### config.mk
export PLATFORM = sky130hd
export DESIGN_NAME = uart_tx_frmr
export DESIGN_NICKNAME = d
export VERILOG_FILES = /design/src/rtl/uart_tx_frmr.sv
export SDC_FILE = /design/constraint.sdc
export NUM_CORES = 1
export LEC_CHECK = 0
export BUFFER_PORTS_ARGS = -buffer_cell sky130_fd_sc_hd__clkbuf_2
export CAP_MARGIN = 0
export CORE_MARGIN = 2
export CORE_UTILIZATION = 50
export CTS_CLUSTER_SIZE = 28
export DETAILED_ROUTE_END_ITERATION = 16
export PLACE_DENSITY = 0.8
export RECOVER_POWER = 25
export SETUP_SLACK_MARGIN = 0.05
export SYNTH_ARGS = -nofsm -noshare
export SYNTH_HDL_FRONTEND = slang
export SYNTH_SLANG_ARGS = --single-unit
### constraint.sdc
create_clock -name clk -period 2.5 [get_ports clk]
set_input_delay 0 -clock clk [delete_from_list [all_inputs] [get_ports clk]]
set_output_delay 0 -clock clk [all_outputs]
set_load 0.02 [all_outputs]
### src/rtl/uart_tx_frmr.sv
// UART transmit framer: run-time 5..MAX_WORD_WIDTH data bits, optional even/odd parity,
// 1 or 2 stop bits, LSB first, one bit per OVERSAMPLING baud ticks.
module uart_tx_frmr #(
  parameter int MAX_WORD_WIDTH = 9,
  parameter int OVERSAMPLING   = 16
) (
  input  logic                      clk,
  input  logic                      rst,
  input  logic                      tick,
  input  logic [MAX_WORD_WIDTH-1:0] din,
  input  logic                      din_valid,
  output logic                      din_ready,
  input  logic [3:0]                cfg_data_bits,
  input  logic                      cfg_parity_en,
  input  logic                      cfg_parity_odd,
  input  logic                      cfg_stop2,
  output logic                      dout,
  output logic                      active,
  output logic                      tx_done
);

  localparam int                CW      = $clog2(OVERSAMPLING);
  localparam logic [CW-1:0]     CNT_TOP = CW'(OVERSAMPLING - 1);
  localparam logic [3:0]        MAXW4   = 4'(MAX_WORD_WIDTH);

  typedef enum logic [2:0] {S_IDLE, S_START, S_DATA, S_PARITY, S_STOP} state_t;

  state_t                    state_q, state_n;
  logic [MAX_WORD_WIDTH-1:0] shreg_q, shreg_n;
  logic [CW-1:0]             cnt_q, cnt_n;
  logic [3:0]                bits_q, bits_n;
  logic                      par_en_q, par_en_n;
  logic                      par_bit_q, par_bit_n;
  logic                      stop2_q, stop2_n;
  logic                      dout_q, dout_n;
  logic                      tx_done_c;
  logic                      bit_end;
  logic [3:0]                n_eff;
  logic [MAX_WORD_WIDTH-1:0] word_m;

  // Clamp the requested width and blank data bits that are not sent, so parity sees only live bits.
  always_comb begin
    n_eff = cfg_data_bits;
    if (cfg_data_bits < 4'd5)        n_eff = 4'd5;
    else if (cfg_data_bits > MAXW4)  n_eff = MAXW4;
    for (int i = 0; i < MAX_WORD_WIDTH; i++)
      word_m[i] = din[i] & (i < int'(n_eff));
  end

  always_comb begin
    state_n   = state_q;
    shreg_n   = shreg_q;
    cnt_n     = cnt_q;
    bits_n    = bits_q;
    par_en_n  = par_en_q;
    par_bit_n = par_bit_q;
    stop2_n   = stop2_q;
    tx_done_c = 1'b0;
    dout_n    = 1'b1;
    bit_end   = tick && (cnt_q == '0);

    if (state_q != S_IDLE && tick)
      cnt_n = bit_end ? CNT_TOP : cnt_q - CW'(1);

    // bits_q counts remaining data bits in DATA and remaining stop bits in STOP.
    case (state_q)
      S_IDLE: if (din_valid) begin
        state_n   = S_START;
        shreg_n   = word_m;
        bits_n    = n_eff - 4'd1;
        cnt_n     = CNT_TOP;
        par_en_n  = cfg_parity_en;
        par_bit_n = (^word_m) ^ cfg_parity_odd;
        stop2_n   = cfg_stop2;
      end
      S_START: if (bit_end) state_n = S_DATA;
      S_DATA: if (bit_end) begin
        shreg_n = shreg_q >> 1;
        if (bits_q == 4'd0) begin
          state_n = par_en_q ? S_PARITY : S_STOP;
          bits_n  = {3'b000, stop2_q};
        end else begin
          bits_n = bits_q - 4'd1;
        end
      end
      S_PARITY: if (bit_end) begin
        state_n = S_STOP;
        bits_n  = {3'b000, stop2_q};
      end
      S_STOP: if (bit_end) begin
        if (bits_q == 4'd0) begin
          state_n   = S_IDLE;
          tx_done_c = 1'b1;
        end else begin
          bits_n = bits_q - 4'd1;
        end
      end
      default: state_n = S_IDLE;
    endcase

    // Line level is registered from the state being entered.
    case (state_n)
      S_START:  dout_n = 1'b0;
      S_DATA:   dout_n = shreg_n[0];
      S_PARITY: dout_n = par_bit_n;
      default:  dout_n = 1'b1;
    endcase
  end

  always_ff @(posedge clk) begin
    if (rst) begin
      state_q   <= S_IDLE;
      shreg_q   <= '0;
      cnt_q     <= '0;
      bits_q    <= '0;
      par_en_q  <= 1'b0;
      par_bit_q <= 1'b0;
      stop2_q   <= 1'b0;
      dout_q    <= 1'b1;
    end else begin
      state_q   <= state_n;
      shreg_q   <= shreg_n;
      cnt_q     <= cnt_n;
      bits_q    <= bits_n;
      par_en_q  <= par_en_n;
      par_bit_q <= par_bit_n;
      stop2_q   <= stop2_n;
      dout_q    <= dout_n;
    end
  end

  assign din_ready = (state_q == S_IDLE);
  assign active    = (state_q != S_IDLE);
  assign dout      = dout_q;
  assign tx_done   = tx_done_c & ~rst;

endmodule

==> flow_metrics.py <==
metrics = {
    "worst_hold_path": {
        "min_from": "din[1]",
        "hold_depth": 3,
        "hold-path-endpoint": "shreg_q[1]$_SDFFE_PP0P_",
        "hp-class": "input port to flip-flop",
    },
    "status": {
        "status": "completed",
    },
    "floorplanning": {
        "die_w_um": 59.28,
        "core_sq_um": 2978,
        "num_rows": 20,
        "num_io_pins": 24,
        "die_area_sq_um": 3514,
        "die_y_um": 59.28,
        "start_util_pct": 51.30,
    },
    "timing": {
        "rsz0062_at_grt": "no",
        "timing.slew.headroom_pct": 65.20,
        "fin_skew_ps": 6.023,
        "fmax_mhz": 462.8,
        "hold_violations": 0,
        "period_share_pct": 86.43,
        "min_period_ps": 2161,
        "drv_slew": 0,
        "hold_ws_ps": 4.672,
        "setup_tns_ps": 0,
        "tightest_slew_ps": 521.2,
        "finalSetupViolCount": 0,
    },
    "finish": {
        "fillers": 264,
        "antenna_cells": 0,
        "fin_area_sq_um": 1700,
        "multi_input_area_sq_um": 927.1,
        "fin_util_pct": 57.10,
        "area_growth_pct": 11.30,
        "final_common_cell": "dfxtp_1",
        "layout.nets": 236,
        "layout-drive-gt1-share_pct": 14.83,
        "regArea_sq_um": 480.5,
        "mostFrequentLayoutCells": "dfxtp_1, nand2_1, clkbuf_2",
    },
    "logic_synthesis": {
        "ys_seq_elements": 24,
        "synth_edf_count": 0,
        "ys_seq_area_share_pct": 31.45,
        "synth_cells": 185,
        "ys.flop_type": "dfxtp_1",
        "ys_async_sr_fraction_pct": 0,
        "synth_top_cell_area_share_pct": 31.45,
        "syn_nets": 211,
        "syn-cell-area_sq_um": 1528,
        "synth_top_cell_by_area": "dfxtp_1",
        "ys_warn_count": 0,
        "yosysUniqueCellTypes": 51,
        "synth_area_leaders": "dfxtp_1, a21oi_1, nand2_1, ha_1, xnor2_1",
        "syn_avg_cell_area_sq_um": 8.258,
    },
    "worst_setup_path": {
        "path_max_fanout": 4,
        "slowest_stage": "a2111o_1",
        "cpPeakStageDelay_ps": 400,
        "worst_r2r_endpoint": "dout$_SDFF_PP1_",
        "timing_worst_setup_path_type": "flip-flop to flip-flop",
        "crit_chain": "inv_1 -> ha_1 -> nor4b_1 -> o22ai_1 -> o21ai_0 -> nor3_1 -> a2111o_1",
        "rrSetupSlack_ps": 340,
        "end_kind": "flip-flop",
        "crit_required_ps": 2710,
        "crit_arrival_ps": 2380,
        "r2r.worst_path.cells": 7,
        "startpoint_type": "flip-flop",
        "timing.rr.start": "bits_q[0]$_SDFFE_PP0P_",
    },
    "route": {
        "routedWlPerCell_um": 13.55,
        "initialDrtViolationCount": 47,
        "vias_per_cell": 5.905,
        "routed_wl_mm": 3.279,
        "vias": 1429,
        "drc": 0,
        "drt_first_pass_iters": 4,
        "ant_nets": 0,
    },
    "power": {
        "p_per_area_nw_per_um2": 559.7,
        "p_total_uw": 951.7,
        "vdd_ir_drop_max_v": 0.0003169,
        "leakagePower_uw": 0.0006820,
    },
    "grt": {
        "grt_max_degree": 26,
        "grt_pass1_wl_mm": 5.589,
        "grt_use_total_pct": 20.26,
        "overflow": 0,
        "antenna_found_initial": 0,
        "grt_pass1_vias": 1297,
    },
    "placement": {
        "portBuffers": 23,
        "gp_congestion": 0.8247,
        "place_hpwl_mm": 2.379,
        "dpl_cell_area_sq_um": 1629,
    },
    "clocking": {
        "clock_sinks": 24,
        "postCtsHoldBufs": 4,
        "clk_latency_ps": 310,
        "numCtsBuffers": 3,
        "cts_max_level": 1,
        "cts_root_buf": "clkbuf_4",
        "ctsResizeCount": 0,
        "clkTransAtPathRegs_ps": 130,
        "cts_max_path_buffers": 2,
        "cts_setup_buffers": 0,
        "cts_tree": "yes",
    },
    "job": {
        "drv_cap": 0,
    },
}
==> kinds of logic after synthesis <==
logic type	after synthesis	share of synthesized area, %
AO/OA/AOI/OAI	56	24.24
XOR/XNOR	10	6.634
adder cells (fa/ha/maj)	6	4.914
buffers and inverters	21	7.781
flip-flops	24	31.45
multiplexers	1	0.6552
AND/OR/NAND/NOR	67	24.33
==> synth_stat cells (3+ instances only) <==
cell      number
a211oi_1       4
xnor2_1        6
nor4_1         3
dfxtp_1       24
ha_1           6
nand2_1       22
nor3_1         4
inv_1         11
xor2_1         3
clkbuf_1       3
a311oi_1       3
o21ai_0        8
a21oi_1       18
nand2b_1       3
a22oi_1        4
nor3b_1        4
nor2b_1        4
nor2_1        13
==> state kept, by name, indices dropped and copies added (netlist names) <==
signal and flops:
cnt_q 4, dout 1, state_q 3, bits_q 4
par_bit_q 1, shreg_q 9, stop2_q 1, par_en_q 1
==> cell type report <==
type,instances,area share (%)
Inverter,11,2.428
Timing Repair Buffer,30,10.23
Clock buffer,4,2.134
Sequential cell,24,28.26
Tap cell,33,2.428
Multi-Input combinational cell,140,54.53
==> metal layers <==
layer,track usage (%),vias to the layer above,share of wire [%]
met5,0,-,0
met4,6.169,0,1.0
met3,2.402,4,4.4
met2,34.54,40,48
met1,26.62,665,46
li1,-,720,-
==> stage by stage <==
step	setup WS [ps]	std cells
after detailed placement	295.7	234
after CTS	329.0	242
final	339.2	242
after global placement	439.6	234
after global routing	187.8	242
after floorplan	448.7	185
==> worst max path at each step <==
stage / start / endpoint / slack, ps
floorplan: cfg_data_bits[3] / par_bit_q$_SDFF_PP0_ / 450
global placement: cfg_data_bits[3] / par_bit_q$_SDFF_PP0_ / 440
detailed placement: cfg_data_bits[3] / par_bit_q$_SDFF_PP0_ / 300
CTS: bits_q[0]$_SDFFE_PP0P_ / dout$_SDFF_PP1_ / 330
global route: bits_q[0]$_SDFFE_PP0P_ / dout$_SDFF_PP1_ / 190
finish: bits_q[0]$_SDFFE_PP0P_ / dout$_SDFF_PP1_ / 340
==> where the power goes <==
group,leakage (uW),total [uW],switching [uW],internal (uW)
Sequential,0.000197,453,33.6,420
Combinational,0.000464,296,162,134
Clock,0.0000210,203,114,89.0
Total,0.000682,952,309,643
==> critical path: cells and delay by family, from the launching register on <==
family | cells | cell delay [ps]
AOI/OAI and AO/OA | 3 | 940
and+or+nand+nor | 2 | 490
DFF | 1 | 360
adders and majority gates | 1 | 170
buffers and inverters | 1 | 110
(Power assumes the default switching activity.)
